===== src/rtl/logic16_pkg.sv =====
// logic16_pkg: shared constants for the logic16 arbiter slice.
//   - opcode encodings for the shared 16-bit logic unit
//   - response-buffer state encoding
//   - datapath width
package logic16_pkg;

    localparam int W16 = 16;

    localparam logic [1:0] OP_AND = 2'd0;
    localparam logic [1:0] OP_OR  = 2'd1;
    localparam logic [1:0] OP_XOR = 2'd2;
    localparam logic [1:0] OP_NOT = 2'd3;

    typedef enum logic {
        ST_EMPTY = 1'b0,
        ST_FULL  = 1'b1
    } state_t;

endpackage


===== src/rtl/and16.sv =====
// and16: 16-bit bitwise AND gate.
//   i_a, i_b : operands
//   o_y      : i_a & i_b
module and16 (
    input  logic [15:0] i_a,
    input  logic [15:0] i_b,
    output logic [15:0] o_y
);
    assign o_y = i_a & i_b;
endmodule


===== src/rtl/logic16_arbiter_rr_arb.sv =====
// rr_arb: combinational round-robin winner selection.
//   i_req   : request vector, one bit per requester
//   i_ptr   : highest-priority index
//   o_grant : one-hot grant of the winner (zero when no request)
//   o_idx   : winner index (0 when no request)
//   o_any   : at least one request is present
module rr_arb #(
    parameter int NREQ = 4,
    parameter int IDW  = 2
) (
    input  logic [NREQ-1:0] i_req,
    input  logic [IDW-1:0]  i_ptr,
    output logic [NREQ-1:0] o_grant,
    output logic [IDW-1:0]  o_idx,
    output logic            o_any
);
    localparam logic [IDW:0] NREQ_W = (IDW+1)'(NREQ);

    logic [IDW:0]   w_sum;
    logic [IDW-1:0] w_pos;

    // Scan from the lowest priority offset up to the pointer itself, so the
    // last hit recorded is the first requester at or after ptr.
    always_comb begin
        o_idx = '0;
        o_any = 1'b0;
        w_sum = '0;
        w_pos = '0;
        for (int k = NREQ - 1; k >= 0; k--) begin
            w_sum = {1'b0, i_ptr} + (IDW+1)'(k);
            if (w_sum >= NREQ_W) begin
                w_sum = w_sum - NREQ_W;
            end
            w_pos = w_sum[IDW-1:0];
            if (i_req[w_pos]) begin
                o_idx = w_pos;
                o_any = 1'b1;
            end
        end
    end

    always_comb begin
        o_grant = '0;
        if (o_any) begin
            o_grant[o_idx] = 1'b1;
        end
    end

endmodule


===== src/rtl/not16.sv =====
// not16: 16-bit bitwise inverter.
//   i_a : operand
//   o_y : ~i_a
module not16 (
    input  logic [15:0] i_a,
    output logic [15:0] o_y
);
    assign o_y = ~i_a;
endmodule


===== src/rtl/or16.sv =====
// or16: 16-bit bitwise OR gate.
//   i_a, i_b : operands
//   o_y      : i_a | i_b
module or16 (
    input  logic [15:0] i_a,
    input  logic [15:0] i_b,
    output logic [15:0] o_y
);
    assign o_y = i_a | i_b;
endmodule


===== src/rtl/logic16_arbiter.sv =====
// logic16_arbiter: shares one 16-bit AND/OR/XOR/NOT unit between NREQ
// requesters with round-robin arbitration and a one-entry result buffer.
//   clk, rst_n           : clock, synchronous active-low reset
//   req_valid/req_ready  : per-requester handshake (req_ready one-hot or zero)
//   req_op/req_a/req_b   : packed per-requester opcode and operands
//   rsp_valid/rsp_ready  : result handshake
//   rsp_id, rsp_data     : requester index and result
//   rsp_zr, rsp_ng       : zero / negative flags, only with LOGIC16_ARB_FLAGS_EN
module logic16_arbiter
    import logic16_pkg::*;
#(
    parameter int NREQ = 4,
    parameter int IDW  = 2
) (
    input  logic                clk,
    input  logic                rst_n,
    input  logic [NREQ-1:0]     req_valid,
    output logic [NREQ-1:0]     req_ready,
    input  logic [2*NREQ-1:0]   req_op,
    input  logic [W16*NREQ-1:0] req_a,
    input  logic [W16*NREQ-1:0] req_b,
    output logic                rsp_valid,
    input  logic                rsp_ready,
    output logic [IDW-1:0]      rsp_id,
`ifdef LOGIC16_ARB_FLAGS_EN
    output logic                rsp_zr,
    output logic                rsp_ng,
`endif
    output logic [W16-1:0]      rsp_data
);
    localparam logic [IDW-1:0] LAST_IDX = IDW'(NREQ - 1);

    state_t         r_state, w_state_next;
    logic [IDW-1:0] r_ptr, w_ptr_next;
    logic [IDW-1:0] r_id, w_id_next;
    logic [W16-1:0] r_data, w_data_next;

    logic [NREQ-1:0] w_grant;
    logic [IDW-1:0]  w_win;
    logic            w_any;
    logic            w_can_accept;
    logic            w_accept;

    logic [1:0]     w_op_arr [NREQ];
    logic [W16-1:0] w_a_arr  [NREQ];
    logic [W16-1:0] w_b_arr  [NREQ];

    generate
        for (genvar gi = 0; gi < NREQ; gi++) begin : g_unpack
            assign w_op_arr[gi] = req_op[2*gi +: 2];
            assign w_a_arr[gi]  = req_a[W16*gi +: W16];
            assign w_b_arr[gi]  = req_b[W16*gi +: W16];
        end
    endgenerate

    rr_arb #(.NREQ(NREQ), .IDW(IDW)) u_arb (
        .i_req   (req_valid),
        .i_ptr   (r_ptr),
        .o_grant (w_grant),
        .o_idx   (w_win),
        .o_any   (w_any)
    );

    // Logic unit built from the gate library; XOR = (a|b) & ~(a&b).
    logic [1:0]     w_op;
    logic [W16-1:0] w_a, w_b, w_and, w_or, w_nand, w_xor, w_not, w_result;

    assign w_op = w_op_arr[w_win];
    assign w_a  = w_a_arr[w_win];
    assign w_b  = w_b_arr[w_win];

    and16 u_and  (.i_a(w_a),  .i_b(w_b),    .o_y(w_and));
    or16  u_or   (.i_a(w_a),  .i_b(w_b),    .o_y(w_or));
    not16 u_nand (.i_a(w_and),              .o_y(w_nand));
    and16 u_xor  (.i_a(w_or), .i_b(w_nand), .o_y(w_xor));
    not16 u_not  (.i_a(w_a),                .o_y(w_not));

    always_comb begin
        case (w_op)
            OP_AND:  w_result = w_and;
            OP_OR:   w_result = w_or;
            OP_XOR:  w_result = w_xor;
            default: w_result = w_not;
        endcase
    end

    // A held result can be replaced in the same cycle it is consumed.
    assign w_can_accept = (r_state == ST_EMPTY) || rsp_ready;
    assign w_accept     = w_any && w_can_accept;
    assign req_ready    = (w_accept && rst_n) ? w_grant : '0;

    always_comb begin
        w_state_next = r_state;
        w_ptr_next   = r_ptr;
        w_id_next    = r_id;
        w_data_next  = r_data;
        if (w_accept) begin
            w_state_next = ST_FULL;
            w_data_next  = w_result;
            w_id_next    = w_win;
            w_ptr_next   = (w_win == LAST_IDX) ? '0 : w_win + 1'b1;
        end else if ((r_state == ST_FULL) && rsp_ready) begin
            w_state_next = ST_EMPTY;
        end
    end

    always_ff @(posedge clk) begin
        if (!rst_n) begin
            r_state <= ST_EMPTY;
            r_ptr   <= '0;
            r_id    <= '0;
            r_data  <= '0;
        end else begin
            r_state <= w_state_next;
            r_ptr   <= w_ptr_next;
            r_id    <= w_id_next;
            r_data  <= w_data_next;
        end
    end

    assign rsp_valid = (r_state == ST_FULL);
    assign rsp_id    = r_id;
    assign rsp_data  = r_data;

`ifdef LOGIC16_ARB_FLAGS_EN
    logic r_zr, r_ng;

    always_ff @(posedge clk) begin
        if (!rst_n) begin
            r_zr <= 1'b1;
            r_ng <= 1'b0;
        end else if (w_accept) begin
            r_zr <= (w_result == '0);
            r_ng <= w_result[W16-1];
        end
    end

    assign rsp_zr = r_zr;
    assign rsp_ng = r_ng;
`endif

endmodule


===== config.mk =====
export PLATFORM = sky130hd
export DESIGN_NAME = logic16_arbiter
export DESIGN_NICKNAME = d
export VERILOG_FILES = /design/src/rtl/logic16_pkg.sv /design/src/rtl/and16.sv /design/src/rtl/logic16_arbiter_rr_arb.sv /design/src/rtl/not16.sv /design/src/rtl/or16.sv /design/src/rtl/logic16_arbiter.sv
export SDC_FILE = /design/constraint.sdc
export NUM_CORES = 1
export LEC_CHECK = 0
export BUFFER_PORTS_ARGS = -buffer_cell sky130_fd_sc_hd__buf_2
export CAP_MARGIN = 20
export CORE_ASPECT_RATIO = 0.7
export CORE_MARGIN = 2
export CORE_UTILIZATION = 48
export DETAILED_ROUTE_END_ITERATION = 7
export GPL_TIMING_DRIVEN = 0
export PLACE_DENSITY_LB_ADDON = 0.05
export REMOVE_ABC_BUFFERS = 1
export SETUP_SLACK_MARGIN = 0.5
export SYNTH_ARGS = -nofsm -noshare
export SYNTH_HDL_FRONTEND = slang
export SYNTH_HIERARCHICAL = 1
export SYNTH_SLANG_ARGS = --single-unit

===== constraint.sdc =====
create_clock -name clk -period 6.62 [get_ports clk]
set_input_delay 1.324 -clock clk [delete_from_list [all_inputs] [get_ports clk]]
set_output_delay 1.324 -clock clk [all_outputs]
set_load 0.01 [all_outputs]

==> Implementation_results.wiki, run 1 <==
{| class="wikitable"
! Metric !! Value
|-
| Run status || completed
|-
| Post-Route WL || 6570 um
|-
| Crit path capture type || output pin
|-
| TritonCTS buffer count || 3
|-
| Critical path startpoint || req_valid[0]
|-
| Post-synth cell types || 33
|-
| Diodes inserted || 0
|-
| Worst setup slack before clock tree synthesis || 2150 ps
|-
| Post-synthesis sequential area ratio || 15.5%
|-
| Worst path cell trace || buf_2 -> nor2_1 -> nand2_1 -> inv_1 -> nor2_1 -> and3_1 -> buf_2
|-
| DP Wirelength || 5310 um
|-
| Crit Path Max Fanout || 24
|-
| Maximum Capacitance Violations || 0
|-
| Standard-cell row count || 22
|-
| EDFF count, synth || 0
|-
| Wire length of the first global-routing pass || 10400 um
|-
| Pin count of the biggest net entering global routing || 37
|-
| Worst path arrival time || 2880 ps
|-
| Cell area after technology mapping || 0.00271 mm^2
|-
| Cell depth of the worst hold path || 2
|-
| Synthesized area divided by synthesized cell count || 9.74 um^2
|-
| Maximum vdd drop || 0.000103 V
|-
| GR Layer Usage met3 || 2.49%
|-
| Delay-heaviest family, CP || buffers and inverters
|-
| Average wire per cell in the routed design || 13.2 um
|-
| Overflow after GRT || 0
|-
| Area of the core region || 0.00534 mm^2
|-
| TritonRoute pass-1 iters || 4
|-
| Post-synth top area share || 28.3%
|-
| Number of global-route vias before repair || 2417
|-
| Sink count of the clock tree || 21
|-
| Cell at the slowest stage of the critical path || sky130_fd_sc_hd__inv_1
|-
| Data required, critical path || 5300 ps
|-
| Number of fillers in the final layout || 474
|-
| Number of I/O port buffers || 165
|-
| # H-tree levels || 1
|-
| Met1 track demand over resource || 25.0%
|-
| Final critical delay including setup and external delays || 4200 ps
|-
| RSZ-0062 raised after global routing || no
|-
| Area growth from synthesis to final layout || 32.1%
|-
| Fmax || 0.238 GHz
|-
| Die Span X || 93.8 um
|-
| Worst path bufs/invs || 3
|-
| Worst setup skew after layout || 1.33 ps
|-
| Highest-count cells in the layout ignoring fill and taps || sky130_fd_sc_hd__buf_2, sky130_fd_sc_hd__inv_1, sky130_fd_sc_hd__mux4_2
|-
| Library cell occupying the most area in the post-synthesis netlist || sky130_fd_sc_hd__mux4_2
|-
| Gp weighted congestion || 0.736
|-
| Capture point of the worst reg-to-reg path || rsp_data[8]$_SDFFE_PN0N_
|-
| Hold Startpoint || rsp_id[1]$_SDFFE_PN0N_
|-
| Global-route total usage across every layer || 20.4%
|-
| Cell depth of the worst flop-to-flop path || 6
|-
| Slew at the pin closest to its max-slew limit || 933 ps
|-
| Number of vias per cell after detailed routing || 5.44
|-
| Worst hold path type || reg2reg
|-
| Critical path class || in2out
|-
| Slowest cell delay on critical path || 540 ps
|-
| Initial cell density of the core || 50.7%
|-
| Final setup margin || 2420 ps
|-
| Power Dens Cells || 200 mW/mm^2
|-
| Global Route met2 Usage || 39.5%
|-
| Lkg Pwr || 0.00172 uW
|-
| Number of vias after detailed routing || 2698
|-
| Total of flip-flops plus latches after synthesis || 21
|-
| Slack of the worst reg-to-reg path || 3090 ps
|-
| Final max-slew violation count || 0
|-
| FFs w/ async S/R, synth || 0%
|-
| Final core utilization || 67.0%
|-
| Startpoint of the most critical register-to-register path || r_ptr[1]$_SDFFE_PN0N_
|-
| Crit start category || primary input
|-
| Count of warnings emitted by yosys || 6
|-
| Share of layout cells above drive strength 1 || 51.7%
|-
| Number of standard cells after synthesis || 278
|-
| Cells taking the most area after synthesis || sky130_fd_sc_hd__mux4_2, sky130_fd_sc_hd__dfxtp_1, sky130_fd_sc_hd__mux2i_1
|-
| Clk buf depth || 2
|-
| Dominant register cell in the synthesized netlist || sky130_fd_sc_hd__dfxtp_1
|-
| Total Nets Final || 569
|-
| Post-cts hold buffer count || 0
|-
| Post-cts repair resize count || 0
|-
| Worst-case headroom to the max-slew limit || 37.8%
|-
| Die height || 66.9 um
|-
| Clock Pin Slew Worst Setup and Hold Paths || 70 ps
|-
| Number of design rule violations left after detail routing || 0
|-
| Count of final hold-check violations || 0
|-
| Starting DRT DRC Count || 101
|-
| Clock latency of the later-clocked register in the worst-skew pair || 250 ps
|-
| I/O pin count || 166
|-
| Layer with the highest usage after global routing || met2
|-
| Endpoint of the worst hold-timing path || rsp_id[1]$_SDFFE_PN0N_
|-
| Endpoints failing setup || 0
|-
| Die outline area || 0.00627 mm^2
|-
| Clock tree from TritonCTS || built
|-
| Post-route fraction of the period consumed by the critical path || 63.5%
|-
| ANT nets after route || 0
|-
| Post-CTS setup buffer count || 0
|-
| Root buffer cell || sky130_fd_sc_hd__clkbuf_8
|-
| Most common cell after layout, fill and taps aside || sky130_fd_sc_hd__buf_2
|-
| Number of antenna violations at the first check in global routing || 0
|}
[power by group]
part	internal, uW	switching, uW	total (uW)
Combinational	244	213	457
Sequential	157	17.4	174
Clock	42.8	39.9	82.7
[cell usage after synthesis, drive strengths merged, types with 2 or more instances]
cell type / instances
o21ai: 8
nand3: 3
a21boi: 2
o221ai: 16
mux2i: 33
buf: 15
dfxtp: 21
or4: 2
o221a: 2
and3: 4
clkbuf: 10
nor2: 5
inv: 38
o211ai: 16
a21oi: 9
mux4: 34
and2: 33
nor2b: 2
or2: 16
[metal layers]
layer | vias up | routed length, um
met3 | 2 | 463
met5 | - | 0
li1 | 1340 | -
met2 | 102 | 3340
met1 | 1254 | 2740
met4 | 0 | 25
[flip-flops by register name, indices dropped and copies added (netlist names)]
signal     flops
rsp_id         2
rsp_valid      1
r_ptr          2
rsp_data      16
[through the flow]
stage | power (uW) | setup TNS (ps) | instances | area (um^2) | hold WS (ps)
final | 714 | 0 | 496 | 3580 | 480
after global routing | 774 | 0 | 496 | 3580 | 515
after CTS | 722 | 0 | 495 | 3570 | 476
after detailed placement | 638 | 0 | 491 | 3520 | 465
after global placement | 626 | -19490 | 490 | 3480 | 462
after floorplan | 511 | 0 | 253 | 2570 | 499
[how the worst max path moves through the flow]
stage                                          end  slack, ps  depth (start not counted)
final                                 req_ready[1]       2420                          7
after global routing      rsp_data[8]$_SDFFE_PN0N_       2210                          7
after CTS                             req_ready[1]       2420                          7
after detailed placement  rsp_data[8]$_SDFFE_PN0N_       2150                          7
after global placement    rsp_data[0]$_SDFFE_PN0N_      -1230                          5
after floorplan           rsp_data[0]$_SDFFE_PN0N_        170                          4
[worst register-to-register path: stages (launching register included)]
cell and delay (ps):
sky130_fd_sc_hd__dfxtp_1 560, sky130_fd_sc_hd__mux2i_1 250, sky130_fd_sc_hd__o22ai_1 140, sky130_fd_sc_hd__a31oi_4 760, sky130_fd_sc_hd__mux4_2 630, sky130_fd_sc_hd__or4_1 800, sky130_fd_sc_hd__o221ai_1 320
[cells by family after synthesis]
| family | synth area share, % |
|---|---|
| buffers and inverters | 10.5 |
| AOI/OAI and AO/OA | 17.9 |
| muxes | 40.5 |
| adders and majority gates | 0.462 |
| DFF | 15.5 |
| and+or+nand+nor | 15.1 |
[cell type report]
| cell class | instances | area (um^2) | share of cell area [%] |
|---|---|---|---|
| clock buffer | 4 | 45.0 | 1.26 |
| inverter | 38 | 143 | 3.99 |
| multi-input combinational | 194 | 2020 | 56.5 |
| sequential | 21 | 420 | 11.8 |
| tap | 72 | 90.1 | 2.52 |
| timing repair buffer | 167 | 857 | 24.0 |
No activity file was read; power rests on OpenSTA's default activity.
==> inputs of run 2 (changes only) <==
--- a/config.mk
+++ b/config.mk
@@ -9,7 +9,7 @@
 export CAP_MARGIN = 20
 export CORE_ASPECT_RATIO = 0.7
 export CORE_MARGIN = 2
-export CORE_UTILIZATION = 48
+export CORE_UTILIZATION = 40
 export DETAILED_ROUTE_END_ITERATION = 7
 export GPL_TIMING_DRIVEN = 0
 export PLACE_DENSITY_LB_ADDON = 0.05
==> constraint.sdc (replaced) <==
create_clock -name clk -period 3.6 [get_ports clk]
set_input_delay 0.72 -clock clk [delete_from_list [all_inputs] [get_ports clk]]
set_output_delay 0.72 -clock clk [all_outputs]
set_load 0.01 [all_outputs]
==> Implementation_results.wiki, run 2 (synthesized netlist as in run 1, its figures left out) <==
{| class="wikitable"
! Metric !! Value
|-
| Slowest cell delay on critical path || 410 ps (-130 ps)
|-
| Die Span X || 102 um (+9.1%)
|-
| Gp weighted congestion || 0.739 (+0.42%)
|-
| Final critical delay including setup and external delays || 2950 ps
|-
| Switching power || 519 uW (+92%)
|-
| Clock latency of the later-clocked register in the worst-skew pair || 260 ps (about the same)
|-
| Die outline area || 0.00746 mm^2 (+19%)
|-
| Number of flip-flops under the largest register name || 16 (unchanged)
|-
| Share of layout cells above drive strength 1 || 53.1% (+1.5 points)
|-
| Crit Path Max Fanout || 24 (unchanged)
|-
| Worst hold slack || 485 ps (+4.86 ps)
|-
| Share of total power in the clock network || 11.5% (about the same)
|-
| Combinational Power Share || 64.7% (+0.6 points)
|-
| Standard-cell row count || 25 (+14%)
|-
| Worst setup skew after layout || 5.57 ps (+4.24 ps)
|-
| Worst path bufs/invs || 3 (unchanged)
|-
| Fmax || 0.339 GHz
|-
| Cell at the slowest stage of the critical path || sky130_fd_sc_hd__clkinvlp_4
|-
| Clk buf depth || 2 (unchanged)
|-
| I/O pin count || 166 (unchanged)
|-
| Number of design rule violations left after detail routing || 0 (unchanged)
|-
| Sink count of the clock tree || 21 (unchanged)
|-
| Critical path class || in2out
|-
| Worst path arrival time || 2230 ps (-650 ps)
|-
| Sw frac || 38.3% (+0.38 points)
|-
| Root buffer cell || sky130_fd_sc_hd__clkbuf_8
|-
| Delay-heaviest family, CP || simple AND/OR/NAND/NOR gates
|-
| Worst-case headroom to the max-slew limit || 34.5% (-3.3 points)
|-
| Crit path capture type || output pin
|-
| Initial cell density of the core || 40.7% (-10 points)
|-
| Data required, critical path || 2880 ps (-2420 ps)
|-
| Maximum vdd drop || 0.000162 V (+58%)
|-
| Lkg Pwr || 0.00175 uW (+1.8%)
|-
| # H-tree levels || 1 (unchanged)
|-
| Clock tree from TritonCTS || built
|-
| Area growth from synthesis to final layout || 36.7%
|-
| Average wire per cell in the routed design || 13.8 um (+4.0%)
|-
| Worst hold path type || reg2reg
|-
| Number of antenna violations at the first check in global routing || 0 (unchanged)
|-
| TritonCTS buffer count || 3 (unchanged)
|-
| Cell depth of the worst hold path || 2 (unchanged)
|-
| Hold Startpoint || rsp_id[0]$_SDFFE_PN0N_
|-
| Number of vias after detailed routing || 2707 (+0.33%)
|-
| Startpoint of the most critical register-to-register path || r_ptr[1]$_SDFFE_PN0N_
|-
| Highest-count cells in the layout ignoring fill and taps || sky130_fd_sc_hd__buf_2, sky130_fd_sc_hd__inv_1, sky130_fd_sc_hd__mux4_2
|-
| Final max-slew violation count || 0 (unchanged)
|-
| Post-cts hold buffer count || 0 (unchanged)
|-
| Post-route fraction of the period consumed by the critical path || 81.9%
|-
| Share of total power in sequential cells || 23.8% (-0.6 points)
|-
| Number of I/O port buffers || 165 (unchanged)
|-
| Run status || completed
|-
| ANT nets after route || 0 (unchanged)
|-
| Power Dens Cells || 366 mW/mm^2 (+84%)
|-
| Capture point of the worst reg-to-reg path || rsp_data[7]$_SDFFE_PN0N_
|-
| Slew at the pin closest to its max-slew limit || 978 ps (+44.6 ps)
|-
| Global-route total usage across every layer || 18.3% (-2.1 points)
|-
| Die height || 72.9 um (+9.0%)
|-
| DP Wirelength || 5250 um (-1.2%)
|-
| Worst path cell trace || buf_2 -> nor2_1 -> nand2_1 -> clkinvlp_4 -> nor2_1 -> and3_1 -> buf_2
|-
| Cell depth of the worst flop-to-flop path || 8 (+2)
|-
| Internal power || 837 uW (+89%)
|-
| Pin count of the biggest net entering global routing || 37 (unchanged)
|-
| Most common cell after layout, fill and taps aside || sky130_fd_sc_hd__buf_2
|-
| Slack of the worst reg-to-reg path || 800 ps (-2290 ps)
|-
| Wire length of the first global-routing pass || 11100 um (+6.5%)
|-
| Count of final hold-check violations || 0 (unchanged)
|-
| Setup total negative slack || 0 ps (unchanged)
|-
| Endpoint of the worst hold-timing path || rsp_id[0]$_SDFFE_PN0N_
|-
| Number of global-route vias before repair || 2598 (+7.5%)
|-
| Overflow after GRT || 0 (unchanged)
|-
| TritonRoute pass-1 iters || 4 (unchanged)
|-
| Maximum Capacitance Violations || 0 (unchanged)
|-
| Diodes inserted || 0 (unchanged)
|-
| Total Nets Final || 574 (+0.88%)
|-
| Number of vias per cell after detailed routing || 5.18 (-4.8%)
|-
| Clock Pin Slew Worst Setup and Hold Paths || 80 ps (about the same)
|-
| Worst setup slack before clock tree synthesis || -325 ps (-2480 ps)
|-
| Area of the core region || 0.00666 mm^2 (+25%)
|-
| RSZ-0062 raised after global routing || no
|-
| Crit start category || primary input
|-
| Final setup margin || 652 ps (-1770 ps)
|-
| Endpoints failing setup || 0 (unchanged)
|-
| Post-Route WL || 7200 um (+9.6%)
|-
| Starting DRT DRC Count || 92 (-8.9%)
|}
## run 2: layout make-up
cell class	count	area, um^2
timing repair buffer	171	911
fill	654	2960
sequential	21	422
clock inverter	1	5.00
tap	94	118
inverter	38	146
multi-input combinational	195	2060
clock buffer	3	41.3
## run 2: per-layer routing
metal	part of all wire, %	GRT usage [%]	up-vias
li1	-	-	1348
met1	46	23.1	1255
met2	46	33.5	100
met3	7.7	3.16	4
met4	0.58	2.81	0
met5	0	0	-
## run 2: worst max path at each step
stage,start,end,slack [ps],cells past startpoint
after global placement,req_valid[2],rsp_data[6]$_SDFFE_PN0N_,-3890,5
after global routing,req_valid[1],rsp_data[13]$_SDFFE_PN0N_,510,9
after CTS,r_ptr[1]$_SDFFE_PN0N_,rsp_data[3]$_SDFFE_PN0N_,530,8
after floorplan,req_valid[2],rsp_data[0]$_SDFFE_PN0N_,-2250,4
after detailed placement,req_valid[1],rsp_data[8]$_SDFFE_PN0N_,-320,8
final,req_valid[2],req_ready[2],650,7
## run 2: what timing repair did
| action | in CTS | in global routing |
|---|---|---|
| setup buffers | 4 | 0 |
| hold endpoints to repair | 0 | 0 |
| pin swaps | 0 | 0 |
| gates cloned | 0 | 1 |
| setup endpoints to repair | 16 | 20 |
| resized for setup | 2 | 3 |
## run 2: power by group through the flow
stage | sequential, uW | clock (uW) | combinational [uW]
after floorplan | 348 | 0 | 592
after global placement | 323 | 0 | 840
after detailed placement | 327 | 0 | 868
after CTS | 322 | 164 | 882
after global routing | 330 | 173 | 977
final | 322 | 156 | 878
## run 2: through the flow
step / instances / instance area, um^2 / power (uW) / utilization [%]
after global routing: 523 / 3700 / 1480 / 55.6
after floorplan: 253 / 2570 / 940 / -
after detailed placement: 514 / 3580 / 1190 / 53.8
final: 523 / 3700 / 1360 / 55.6
after global placement: 512 / 3510 / 1160 / 52.7
after CTS: 522 / 3670 / 1370 / 55.1
## run 2: worst min-delay path, stage by stage (launching register included)
cell	delay, ps
sky130_fd_sc_hd__dfxtp_1	310
sky130_fd_sc_hd__o21ai_0	70
sky130_fd_sc_hd__a21oi_1	60
